## config.mk

```make
export PLATFORM = sky130hd
export DESIGN_NAME = dmem_ctrl
export DESIGN_NICKNAME = d
export VERILOG_FILES = /design/src/rtl/dmem_ctrl_pkg.sv /design/src/rtl/dmem_lane_align.sv /design/src/rtl/dmem_ctrl.sv
export SDC_FILE = /design/constraint.sdc
export NUM_CORES = 1
export LEC_CHECK = 0
export CAP_MARGIN = 20
export CORE_ASPECT_RATIO = 1.75
export CORE_MARGIN = 5
export CORE_UTILIZATION = 25
export CTS_BUF_LIST = sky130_fd_sc_hd__clkbuf_4 sky130_fd_sc_hd__clkbuf_8
export CTS_CLUSTER_SIZE = 14
export DETAILED_ROUTE_END_ITERATION = 6
export SETUP_SLACK_MARGIN = 0.4
export SYNTH_ARGS = -nofsm -noshare
export SYNTH_HDL_FRONTEND = slang
export SYNTH_SLANG_ARGS = --single-unit
```

## constraint.sdc

```tcl
create_clock -name clk -period 2.7 [get_ports clk]
set_input_delay 0.54 -clock clk [delete_from_list [all_inputs] [get_ports clk]]
set_output_delay 0.54 -clock clk [all_outputs]
set_load 0.01 [all_outputs]
```

## src/rtl/dmem_ctrl_pkg.sv

```systemverilog
// Shared encodings for the data-memory load/store controller.
package dmem_ctrl_pkg;

  typedef enum logic [1:0] {
    SZ_B = 2'b00,
    SZ_H = 2'b01,
    SZ_W = 2'b10,
    SZ_X = 2'b11
  } size_t;

  typedef enum logic [2:0] {
    IDLE,
    READ,
    LD_DATA,
    MERGE,
    WRITE,
    RESP
  } state_t;

endpackage

```

## src/rtl/dmem_lane_align.sv

```systemverilog
// Little-endian lane extraction/extension for loads and lane merge for sub-word stores.
module dmem_lane_align
  import dmem_ctrl_pkg::*;
#(
  parameter int XLEN = 32
) (
  input  logic [XLEN-1:0] word,
  input  logic [1:0]      lane,
  input  size_t           size,
  input  logic            is_unsigned,
  input  logic [XLEN-1:0] wdata,
  output logic [XLEN-1:0] load_val,
  output logic [XLEN-1:0] merged
);

  logic [4:0]      bit_off;
  logic [4:0]      half_off;
  logic [XLEN-1:0] shifted;
  logic [7:0]      lane_byte;
  logic [15:0]     lane_half;

  assign bit_off   = {lane, 3'b000};
  assign half_off  = {lane[1], 4'b0000};
  assign shifted   = word >> bit_off;
  assign lane_byte = shifted[7:0];
  assign lane_half = shifted[15:0];

  always_comb begin
    load_val = word;
    case (size)
      SZ_B:    load_val = {{(XLEN-8){~is_unsigned & lane_byte[7]}}, lane_byte};
      SZ_H:    load_val = {{(XLEN-16){~is_unsigned & lane_half[15]}}, lane_half};
      default: load_val = word;
    endcase
  end

  always_comb begin
    merged = word;
    case (size)
      SZ_B:    merged[bit_off +: 8]   = wdata[7:0];
      SZ_H:    merged[half_off +: 16] = wdata[15:0];
      default: merged = wdata;
    endcase
  end

endmodule

```

## src/rtl/dmem_ctrl.sv

```systemverilog
// Load/store controller in front of a word-addressed data memory with 1-cycle registered read.
module dmem_ctrl
  import dmem_ctrl_pkg::*;
#(
  parameter int ADDR_W = 14,
  parameter int XLEN   = 32
) (
  input  logic              clk,
  input  logic              rst_n,
  input  logic              req_valid,
  output logic              req_ready,
  input  logic              req_we,
  input  logic [1:0]        req_size,
  input  logic              req_unsigned,
  input  logic [31:0]       req_addr,
  input  logic [XLEN-1:0]   req_wdata,
  output logic              rsp_valid,
  output logic              rsp_err,
  output logic [XLEN-1:0]   rsp_rdata,
  output logic              dmem_ren,
  output logic [ADDR_W-1:0] dmem_raddr,
  input  logic [XLEN-1:0]   dmem_rdata,
  output logic              dmem_wen,
  output logic [ADDR_W-1:0] dmem_waddr,
  output logic [XLEN-1:0]   dmem_wdata
);

  state_t            state_q, state_d;
  logic              we_q, uns_q, err_q;
  size_t             size_q;
  logic [1:0]        lane_q;
  logic [ADDR_W-1:0] widx_q;
  logic [XLEN-1:0]   wdata_q;
  logic [XLEN-1:0]   rdata_q;

  logic              accept;
  logic              req_err;
  size_t             req_sz;
  logic [XLEN-1:0]   load_val;
  logic [XLEN-1:0]   merged;

  assign req_sz    = size_t'(req_size);
  assign req_ready = (state_q == IDLE) && rst_n;
  assign accept    = req_valid && req_ready;

  always_comb begin
    req_err = 1'b0;
    if (req_sz == SZ_X)                          req_err = 1'b1;
    if (req_sz == SZ_H && req_addr[0])           req_err = 1'b1;
    if (req_sz == SZ_W && req_addr[1:0] != 2'b00) req_err = 1'b1;
    if (req_addr[31:ADDR_W+2] != '0)             req_err = 1'b1;
  end

  dmem_lane_align #(
    .XLEN(XLEN)
  ) u_align (
    .word        (dmem_rdata),
    .lane        (lane_q),
    .size        (size_q),
    .is_unsigned (uns_q),
    .wdata       (wdata_q),
    .load_val    (load_val),
    .merged      (merged)
  );

  always_ff @(posedge clk or negedge rst_n) begin
    if (!rst_n) begin
      state_q <= IDLE;
      we_q    <= 1'b0;
      uns_q   <= 1'b0;
      err_q   <= 1'b0;
      size_q  <= SZ_B;
      lane_q  <= '0;
      widx_q  <= '0;
      wdata_q <= '0;
      rdata_q <= '0;
    end else begin
      state_q <= state_d;
      if (accept) begin
        we_q    <= req_we;
        uns_q   <= req_unsigned;
        err_q   <= req_err;
        size_q  <= req_sz;
        lane_q  <= req_addr[1:0];
        widx_q  <= req_addr[ADDR_W+1:2];
        wdata_q <= req_wdata;
        rdata_q <= '0;
      end else if (state_q == LD_DATA) begin
        rdata_q <= load_val;
      end
    end
  end

  // Every output is decoded from state so an asynchronous reset clears them at once.
  always_comb begin
    state_d    = state_q;
    dmem_ren   = 1'b0;
    dmem_raddr = '0;
    dmem_wen   = 1'b0;
    dmem_waddr = '0;
    dmem_wdata = '0;
    rsp_valid  = 1'b0;
    rsp_err    = 1'b0;
    rsp_rdata  = '0;
    case (state_q)
      IDLE: begin
        if (accept) begin
          if (req_err)                     state_d = RESP;
          else if (req_we && req_sz == SZ_W) state_d = WRITE;
          else                             state_d = READ;
        end
      end
      READ: begin
        dmem_ren   = 1'b1;
        dmem_raddr = widx_q;
        state_d    = we_q ? MERGE : LD_DATA;
      end
      LD_DATA: begin
        state_d = RESP;
      end
      MERGE: begin
        dmem_wen   = 1'b1;
        dmem_waddr = widx_q;
        dmem_wdata = merged;
        state_d    = RESP;
      end
      WRITE: begin
        dmem_wen   = 1'b1;
        dmem_waddr = widx_q;
        dmem_wdata = wdata_q;
        state_d    = RESP;
      end
      RESP: begin
        rsp_valid = 1'b1;
        rsp_err   = err_q;
        rsp_rdata = rdata_q;
        state_d   = IDLE;
      end
      default: state_d = IDLE;
    endcase
  end

endmodule

```

==> results of run 1 <==
## per-layer routing
layer,part of all wire (%),GRT usage (%),vias up
met1,35,20.4,3234
met2,54,36.8,250
met5,0,0,-
met4,7.1,12.8,0
li1,-,-,3077
met3,3.9,2.62,92
## critical path, cell delays in order, from the launching register on
cell      delay, ns
dfrtp_2        0.47
buf_4          0.15
ha_2           0.18
nor4bb_4       0.16
buf_4          0.16
buf_6          0.12
a21oi_4        0.11
o22ai_2        0.09
buf_4          0.14
a21o_1         0.14
buf_2          0.13
## worst min-delay path by stage
| stage | endpoint | slack (ns) |
|---|---|---|
| 6_report | rdata_q[0] | 0.29 |
| 5_1_grt | rdata_q[0] | 0.32 |
| 4_1_cts | rdata_q[0] | 0.30 |
| 3_5_place_dp | wdata_q[28] | 0.46 |
| 3_3_place_gp | wdata_q[25] | 0.46 |
| 2_1_floorplan | err_q | 0.24 |
## timing repair
action | 4_1_cts | 5_1_grt
setup endpoints to repair | 97 | 103
cloned | 7 | 2
resized for setup | 537 | 103
setup buffers | 39 | 13
pin swaps | 54 | 51
## sequential cells by signal (all words and copies together) (netlist names)
register and count:
we_q 1, lane_q 2, widx_q 14, uns_q 1
size_q 2, wdata_q 32, err_q 1, rdata_q 32
state_q 3
## synth_stat cells, types with 16 or more instances
| library cell | instances | share of area [%] |
|---|---|---|
| nand2_1 | 167 | 11 |
| dfrtp_1 | 88 | 37 |
| and2_1 | 52 | 5.5 |
| a21oi_1 | 34 | 2.9 |
| o22ai_1 | 30 | 3.2 |
| nor2b_1 | 29 | 3.1 |
| buf_2 | 28 | 2.4 |
| mux2i_1 | 26 | 4.4 |
| clkbuf_1 | 17 | 1.1 |
| nor2_1 | 17 | 1.1 |
| a21o_1 | 16 | 2.0 |
| a221o_1 | 16 | 2.7 |
## layout make-up
cell class              count  area (um^2)  share of cell area, %
diodes                      3         7.51                 0.0741
clock buffers               9          124                   1.22
clock inverters             7         55.1                  0.544
inverters                  10         50.0                  0.494
multi-input cells         546         3960                   39.1
flip-flops and latches     88         2210                   21.8
well taps                 304          380                   3.76
repair buffers            334         3350                   33.0
## per-stage QoR
stage / util [%] / total power [mW]
floorplan: - / 5.21
global placement: 37.3 / 7.28
detailed placement: 37.3 / 7.35
CTS: 41.8 / 9.31
global route: 43.4 / 10.5
finish: 43.4 / 9.89
## power by group
part	total (mW)	internal [mW]	leakage, nW	switching (mW)
clock network	0.906	0.343	0.0862	0.563
logic	6.51	3.33	3.55	3.18
registers	2.48	1.86	1.12	0.622
## cell families after synthesis
logic type	after synthesis	share of synthesized area, %
and+or+nand+nor	321	27.4
muxes	33	5.87
adders and majority gates	5	1.06
buffers and inverters	67	5.87
AOI/OAI and AO/OA	186	22.5
DFF	88	37.3
==> metrics.md, run 1 <==
| Metric | Value |
|---|---|
| Status | `finished, violations left` |
| Failing checks | `negative setup slack` |
| Reg2reg setup slack | `0.42 ns` |
| Synth async-reset ratio | `100%` |
| Clk_lat worst skew | `0.38 ns` |
| Commonest cells after routing, fill and taps aside | `nand2_1, clkdlybuf4s50_1, buf_6` |
| Final Net Count | `1,097` |
| Vias per cell | `5.11` |
| Relative slew slack | `63.7%` |
| Minimum clock period | `2.77 ns` |
| Clk buf depth | `2` |
| Leak | `4.75 nW` |
| CP startpoint | `lane_q[0]` |
| Detailed Route Iter0 Violations | `366` |
| Die ar. | `26,900 um^2` |
| Library cells used by synthesis | `59` |
| DP Wirelength | `19.6 mm` |
| R2R Path Start | `lane_q[0]` |
| Routed length per instance | `21.4 um` |
| H-tree depth | `3` |
| First-pass GRT wire length | `40.5 mm` |
| Worst-margin pin slew | `0.544 ns` |
| Worst Slack Setup Final | `-0.0662 ns` |
| Design area | `10,100 um^2` |
| Dpl ws | `-0.118 ns` |
| Syn Nets | `808` |
| Die W | `126 um` |
| Total negative slack | `-0.174 ns` |
| Peak supply drop | `0.324 mV` |
| Synthesis Warnings | `0` |
| Startpoint types | `flip-flop` |
| Clk sink count | `88` |
| Commonest non-fill, non-tap cell in the layout | `nand2_1` |
| Hold Fails Final Rpt | `0` |
| Largest net degree at the start of global routing | `89` |
| Max Freq | `362 MHz` |
| Gr ovfl total | `0` |
| Post-route ant nets | `0` |
| Share of layout cells above drive strength 1 | `40.0%` |
| Initial Utilization | `25.3%` |
| Clock Tree Root | `clkbuf_8` |
| Min Hold Slack | `0.288 ns` |
| DIE HEIGHT | `213 um` |
| Tcrit/Tclk final | `102%` |
| Clock Skews | `0.0148 ns` |
| Vias in the first global route | `6,781` |
| CTS tree | `yes` |
| Worst-path clk slew | `0.11 ns` |
| Max-Cap Viols | `0` |
| Max-slew violations | `0` |
| Synth-to-Final Area Change | `71.4%` |
| Non-Filler Instances | `1,301` |
| Hold_buf cts | `0` |
| Detailed Route WL | `27.8 mm` |
| RSZ-0062 raised after global routing | `true` |
| R2R depth | `8` |
| DR vias | `6,653` |
| Pwr per Cell Area | `977 nW/um^2` |
| # placed instances | `1,221` |
| Core area | `23,300 um^2` |
| EDFF count, synth | `0` |
| Post-Syn Instances | `700` |
| CP endpoint kind | `primary output` |
| #FFs+latches synth | `88` |
| Critical path class | `flip-flop to primary output` |
| Rows | `74` |
| RePlAce Congestion | `0.850` |
| Hold WC Path Type | `input pin to asynchronous set/reset pin` |
| CP arrival | `2.23 ns` |
| Initial antenna violation count | `2` |
| Max FO, Critical Path | `5` |
| Number of setup violations in the final report | `6` |
| Filler Cell Count | `2,291` |
| 1st-pass router iterations | `5` |
| Synthesized area per cell | `8.44 um^2` |
| CTS Buf Count | `9` |
| RR Endpoint | `rdata_q[28]` |
| Cell Area, Placed | `8710 um^2` |
| DRC violations left | `0` |
| Most used DFF post-synth | `dfrtp_1` |
| Sequential-to-total area share from yosys stat | `37.3%` |
| Num ports | `200` |
| Post-Syn Area | `5910 um^2` |
| Port-buffer cells | `199` |
| CP endpoint | `dmem_wdata[29]` |
| Total track usage | `19.7%` |
| Required time of the critical path | `2.16 ns` |
Note: power is estimated with default switching activity, not from simulation.
==> run 2: changes to the inputs <==
==> constraint.sdc (replaced) <==
create_clock -name clk -period 2.81 [get_ports clk]
set_input_delay 0.562 -clock clk [delete_from_list [all_inputs] [get_ports clk]]
set_output_delay 0.562 -clock clk [all_outputs]
set_load 0.01 [all_outputs]
==> run 2 against run 1 <==
Compared with the run above:
- the flow now finishes without violations
- largest cell class unchanged
- register-to-register slack better by 0.29 ns
- sequential cell count unchanged
- utilization fell by 0.47 points
- global-route usage fell by 0.077 points
- critical path type unchanged
- worst setup slack improved by 0.076 ns
==> metrics.md, run 2 (synthesis gave the netlist of run 1 again) <==
| Metric | Value |
|---|---|
| Tcrit/Tclk final | `99.7%` |
| Initial antenna violation count | `3 (+1)` |
| H-tree depth | `3 (unchanged)` |
| DIE HEIGHT | `213 um (unchanged)` |
| Worst-margin pin slew | `0.780 ns (+0.236 ns)` |
| Routed length per instance | `21.1 um (-1.3%)` |
| Commonest cells after routing, fill and taps aside | `nand2_1, clkdlybuf4s50_1, buf_6` |
| Filler Cell Count | `2,309 (+0.79%)` |
| Dpl ws | `-0.0740 ns (+0.0441 ns)` |
| CP peak stage delay | `0.46 ns (about the same)` |
| Vias per cell | `5.02 (-1.8%)` |
| Vias in the first global route | `6,767 (-0.21%)` |
| First-pass GRT wire length | `40.4 mm (-0.17%)` |
| FF+latch area | `2210 um^2 (unchanged)` |
| Peak supply drop | `0.310 mV (-4.1%)` |
| Largest net degree at the start of global routing | `55 (-38%)` |
| Relative slew slack | `48.0% (-16 points)` |
| Combinational share of power | `64.0% (-1.8 points)` |
| Hold Fails Final Rpt | `0 (unchanged)` |
| Die ar. | `26,900 um^2 (unchanged)` |
| Pint | `5.40 mW (-2.2%)` |
| Switch share | `43.1% (-1.1 points)` |
| Clock share of power | `10.7% (+1.5 points)` |
| 1st-pass router iterations | `5 (unchanged)` |
| Buf+Inv Stages, Crit Path | `5 (unchanged)` |
| Hold_buf cts | `0 (unchanged)` |
| Detailed Route Iter0 Violations | `398 (+8.7%)` |
| Initial Utilization | `25.3% (unchanged)` |
| Num ports | `200 (unchanged)` |
| Minimum clock period | `2.80 ns` |
| Multi-input logic area | `3910 um^2 (-1.3%)` |
| Leak | `4.72 nW (-0.59%)` |
| Worst Slack Setup Final | `0.00959 ns (+0.0758 ns)` |
| DP Wirelength | `19.7 mm (+0.21%)` |
| R2R Path Start | `state_q[0]` |
| Pwr per Cell Area | `947 nW/um^2 (-3.0%)` |
| Clk sink count | `88 (unchanged)` |
| Clock Skews | `0.0124 ns (-0.00240 ns)` |
| CP endpoint kind | `primary output` |
| Number of setup violations in the final report | `0 (-6)` |
| Detailed Route WL | `27.4 mm (-1.6%)` |
| Register share of total power | `25.4% (+0.4 points)` |
| Design area | `10,000 um^2 (-1.1%)` |
| Core area | `23,300 um^2 (unchanged)` |
| Worst-path clk slew | `0.10 ns (about the same)` |
| CP startpoint | `lane_q[1]` |
| Hold WC Path Type | `input pin to asynchronous set/reset pin` |
| Crit path max-delay cell type | `dfrtp_2` |
| Largest regs | `rdata_q (32), wdata_q (32), widx_q (14)` |
| Cell Area, Placed | `8630 um^2 (-0.88%)` |
| Rows | `74 (unchanged)` |
| Critical path class | `flip-flop to primary output` |
| Total track usage | `19.6% (-0.077 points)` |
| Share of layout cells above drive strength 1 | `37.5% (-2.6 points)` |
| RSZ-0062 raised after global routing | `true` |
| Max-Cap Viols | `0 (unchanged)` |
| CTS Buf Count | `9 (unchanged)` |
| Cell mode on critical path | `buf_6` |
| CP delay by family, top | `buffers and inverters` |
| Clock Tree Root | `clkbuf_8` |
| Gr ovfl total | `0 (unchanged)` |
| Clk_lat worst skew | `0.38 ns (about the same)` |
| Critical-path cell list | `buf_6 > ha_2 > nor4bb_4 > buf_4 > buf_6 > buf_6 > a21oi_4 > o22ai_4 > a21o_1 > buf_6` |
| DRC violations left | `0 (unchanged)` |
| Die W | `126 um (unchanged)` |
| Port-buffer cells | `199 (unchanged)` |
| NetSw | `4.09 mW (-6.4%)` |
| Final Net Count | `1,093 (-0.36%)` |
| Max FO, Critical Path | `6 (+1)` |
| CP arrival | `2.24 ns (about the same)` |
| Status | `complete, no violations` |
| Required time of the critical path | `2.25 ns (+0.09 ns)` |
| Max Freq | `357 MHz` |
| Max-slew violations | `0 (unchanged)` |
| DR vias | `6,516 (-2.1%)` |
| Commonest non-fill, non-tap cell in the layout | `nand2_1` |
| CTS tree | `yes` |
| RePlAce Congestion | `0.886 (+4.3%)` |
| Synth-to-Final Area Change | `69.5%` |
| Min Hold Slack | `0.388 ns (+0.100 ns)` |
| Clk buf depth | `2 (unchanged)` |
| Post-route ant nets | `0 (unchanged)` |
| Startpoint types | `flip-flop` |
-- run 2: changes by cell type in the layout (fill, tap and decap cells not counted), sizes merged --
cell           change
buf               -21
clkbuf             +9
clkdlybuf4s15      +8
bufbuf             +2
bufinv             +2
clkinvlp           -2
clkinv             -1
dlygate4sd2        +1
inv                -1
nor2               -1
-- run 2: per-layer routing --
layer | wire (um) | vias up | global-route usage [%] | share of wire [%]
li1 | - | 3062 | - | -
met1 | 9940 | 3167 | 20.9 | 36
met2 | 14700 | 218 | 36.9 | 54
met3 | 1100 | 69 | 2.77 | 4.0
met4 | 1660 | 0 | 10.8 | 6.1
met5 | 0 | - | 0 | 0
-- run 2: path summary, 6_finish.rpt --
| check | endpoint | slack (ns) | cells past startpoint |
|---|---|---|---|
| setup reg to reg | rdata_q[13] | 0.71 | 5 |
| hold reg to reg | err_q | 0.48 | 2 |
| setup / recovery | dmem_wdata[26] | 0.01 | 10 |
| hold / removal | lane_q[1] | 0.39 | 2 |
| max in group asynchronous | rdata_q[15] | 1.44 | 3 |
| min in group clk | err_q | 0.48 | 2 |
-- run 2: area by class of cell --
| class | count | area share (%) |
|---|---|---|
| Tap cell | 304 | 3.80 |
| Clock buffer | 11 | 1.39 |
| Clock inverter | 5 | 0.787 |
| Multi-Input combinational cell | 545 | 39.0 |
| Sequential cell | 88 | 22.0 |
| Antenna cell | 3 | 0.0749 |
| Timing Repair Buffer | 331 | 32.5 |
| Inverter | 10 | 0.450 |
-- run 2: power by group through the flow --
stage | clock [mW] | combinational (mW) | sequential [mW]
finish | 1.01 | 6.07 | 2.41
global route | 1.09 | 6.50 | 2.46
CTS | 1.05 | 5.56 | 2.36
detailed placement | 0 | 4.64 | 2.36
global placement | 0 | 4.62 | 2.36
floorplan | 0 | 2.83 | 2.08
-- run 2: worst register-to-register path: cells and delay by family (launching register included) --
family / cells / cell delay [ns]
AO/OA/AOI/OAI: 1 / 0.19
AND/OR/NAND/NOR: 3 / 1.22
flip-flops: 1 / 0.45
buffers and inverters: 1 / 0.17
-- run 2: metrics by stage --
| stage | total power [mW] | utilization [%] | cells | TNS, ns |
|---|---|---|---|---|
| after global placement | 6.97 | 37.0 | 1221 | -0.288 |
| after CTS | 8.97 | 40.9 | 1285 | -0.179 |
| after global routing | 10.0 | 42.9 | 1297 | -0.883 |
| final | 9.49 | 42.9 | 1297 | 0 |
| after floorplan | 4.91 | - | 700 | 0 |
| after detailed placement | 7.00 | 37.0 | 1221 | -0.210 |
-- run 2: timing repair --
item / 4_1_cts / 5_1_grt
gates cloned: 5 / 2
setup buffers: 43 / 7
resized for setup: 452 / 141
pin swaps: 61 / 38
endpoints found under the setup margin: 97 / 64
==> run 3: changes to the inputs <==
--- a/config.mk
+++ b/config.mk
@@ -7,7 +7,6 @@
 export LEC_CHECK = 0
 export CAP_MARGIN = 20
 export CORE_ASPECT_RATIO = 1.75
-export CORE_MARGIN = 5
 export CORE_UTILIZATION = 25
 export CTS_BUF_LIST = sky130_fd_sc_hd__clkbuf_4 sky130_fd_sc_hd__clkbuf_8
 export CTS_CLUSTER_SIZE = 14
==> run 3 against run 2 <==
Compared with the run above:
- total power fell by 3.2%
- sequential cell count did not move
- highest routed layer unchanged
- final cell count fell by 0.46%
- worst hold slack got worse by 0.010 ns
- clock skew fell by 0.0055 ns
- final area fell by 2.2%
- wire length fell by 2.7%
- global-route usage rose by 2.0 points
- first-iteration DRC count fell by 0.25%
- fmax rose by 0.22%
==> metrics.md, run 3 (synthesis gave the netlist of run 1 again) <==
| Metric | Value |
|---|---|
| Status | `complete, no violations` |
| R2R Path Start | `state_q[1]` |
| Register share of total power | `26.2% (+0.8 points)` |
| Peak supply drop | `0.323 mV (+4.2%)` |
| Die W | `118 um (-6.3%)` |
| Commonest cells after routing, fill and taps aside | `nand2_1, clkdlybuf4s50_1, dfrtp_1` |
| Post-route ant nets | `0 (unchanged)` |
| Hold WC Path Type | `input pin to asynchronous set/reset pin` |
| RR Endpoint | `wdata_q[10]` |
| Routed length per instance | `20.6 um (-2.2%)` |
| Worst-path clk slew | `0.09 ns (about the same)` |
| Max Freq | `358 MHz (+0.22%)` |
| Die ar. | `24,300 um^2 (-9.9%)` |
| Vias in the first global route | `6,611 (-2.3%)` |
| Max FO, Critical Path | `6 (unchanged)` |
| Largest regs | `rdata_q (32), wdata_q (32), widx_q (14)` |
| Antenna Cells | `0 (-3)` |
| Rows | `74 (unchanged)` |
| Final Util | `42.2% (-0.77 points)` |
| Detailed Route WL | `26.6 mm (-2.7%)` |
| Relative slew slack | `49.1% (+1.2 points)` |
| Hold_buf cts | `0 (unchanged)` |
| Max-Cap Viols | `0 (unchanged)` |
| Total track usage | `21.6% (+2.0 points)` |
| RePlAce Congestion | `0.903 (+1.8%)` |
| Initial Utilization | `25.4% (+0.10 points)` |
| Clk sink count | `88 (unchanged)` |
| 1st-pass router iterations | `6 (+1)` |
| Leak | `4.70 nW (-0.45%)` |
| Critical path class | `flip-flop to primary output` |
| NetSw | `4.01 mW (-1.8%)` |
| Startpoint types | `flip-flop` |
| DR vias | `6,577 (+0.94%)` |
| Required time of the critical path | `2.25 ns (about the same)` |
| Core area | `23,200 um^2 (-0.40%)` |
| Hold Fails Final Rpt | `0 (unchanged)` |
| CP endpoint kind | `primary output` |
| Reg2reg setup slack | `0.67 ns (-0.04 ns)` |
| Synth-to-Final Area Change | `65.9%` |
| R2R depth | `8 (+3)` |
| Number of setup violations in the final report | `0 (unchanged)` |
| CTS tree | `yes` |
| Final Net Count | `1,090 (-0.27%)` |
| DP Wirelength | `18.8 mm (-4.1%)` |
| Minimum clock period | `2.79 ns (-0.00625 ns)` |
| Combinational share of power | `63.2% (-0.8 points)` |
| H-tree depth | `3 (unchanged)` |
| Detailed Route Iter0 Violations | `397 (-0.25%)` |
| Num ports | `200 (unchanged)` |
| Clk_lat worst skew | `0.40 ns (+0.02 ns)` |
| CP arrival | `2.23 ns (about the same)` |
| Clk buf depth | `2 (unchanged)` |
| Clock Tree Root | `clkbuf_8` |
| RSZ-0062 raised after global routing | `true` |
| Min Hold Slack | `0.378 ns (-0.0103 ns)` |
| Worst-margin pin slew | `0.763 ns (-0.0174 ns)` |
| CTS Buf Count | `9 (unchanged)` |
| Vias per cell | `5.09 (+1.4%)` |
| Clock Skews | `0.00687 ns (-0.00549 ns)` |
| Commonest non-fill, non-tap cell in the layout | `nand2_1` |
| Largest net degree at the start of global routing | `54 (-1.8%)` |
| Total negative slack | `0 ns (unchanged)` |
| Initial antenna violation count | `0 (-3)` |
| Port-buffer cells | `199 (unchanged)` |
| DRC violations left | `0 (unchanged)` |
| First-pass GRT wire length | `39.2 mm (-2.8%)` |
| DIE HEIGHT | `205 um (-3.7%)` |
| Gr ovfl total | `0 (unchanged)` |
| Pwr per Cell Area | `937 nW/um^2 (-1.1%)` |
| Tot Pwr | `9.18 mW (-3.2%)` |
| Filler Cell Count | `2,305 (-0.17%)` |
| Tcrit/Tclk final | `99.4% (-0.22 points)` |
| Clock share of power | `10.6% (about the same)` |
| Max-slew violations | `0 (unchanged)` |
| Share of layout cells above drive strength 1 | `35.8% (-1.7 points)` |
| Switch share | `43.7% (+0.62 points)` |
| Pint | `5.17 mW (-4.3%)` |
run 3: layer usage:
metal	GRT usage, %	wire, um
met4	14.3	1740
met5	0	0
met1	22.8	9520
met2	40.1	14200
met3	2.69	1150
run 3: area by class of cell:
class / count / area [um^2] / share of cell area (%)
Tap cell: 304 / 380 / 3.88
Clock buffer: 11 / 151 / 1.54
Sequential cell: 88 / 2210 / 22.5
Clock inverter: 5 / 53.8 / 0.549
Inverter: 10 / 45.0 / 0.460
Timing Repair Buffer: 328 / 3110 / 31.7
Multi-Input combinational cell: 545 / 3850 / 39.3
run 3: repair_timing:
item,in CTS,in global routing
cloned,4,2
endpoints found under the setup margin,97,73
gates resized for setup,399,152
pin swaps,43,46
hold endpoints to repair,0,0
buffers inserted,33,18
run 3: worst max-delay path by stage:
stage | end | slack, ns | start | cells after the start
floorplan | dmem_wdata[11] | 0.40 | lane_q[0] | 9
global placement | dmem_wdata[22] | -0.06 | dmem_rdata[22] | 6
detailed placement | dmem_wdata[2] | -0.03 | dmem_rdata[2] | 6
CTS | dmem_wdata[29] | 0.009 | lane_q[0] | 9
global route | dmem_wdata[31] | -0.07 | lane_q[0] | 9
finish | dmem_wdata[31] | 0.02 | lane_q[0] | 9
run 3: metrics by stage:
step | setup WS [ns] | instances | instance area (um^2)
2_1_floorplan | 0.400 | 700 | 5960
3_3_place_gp | -0.0621 | 1218 | 8570
3_5_place_dp | -0.0324 | 1218 | 8570
4_1_cts | 0.00928 | 1271 | 9160
5_1_grt | -0.0703 | 1291 | 9800
6_report | 0.0158 | 1291 | 9800
run 3: power groups by stage:
stage | clock [mW] | sequential [mW] | combinational (mW)
after CTS | 0.994 | 2.34 | 5.12
after global placement | 0 | 2.34 | 4.50
after detailed placement | 0 | 2.35 | 4.53
after floorplan | 0 | 2.08 | 2.83
after global routing | 1.05 | 2.44 | 6.22
final | 0.974 | 2.40 | 5.81
run 3: worst max-delay path, cell delays in order (launching register included):
cell and delay (ns):
dfrtp_2 0.45, inv_4 0.11, ha_4 0.22, nor4bb_2 0.26, buf_4 0.21, buf_4 0.12, a21oi_2 0.05, o22ai_2 0.18
a21o_1 0.11, buf_2 0.12
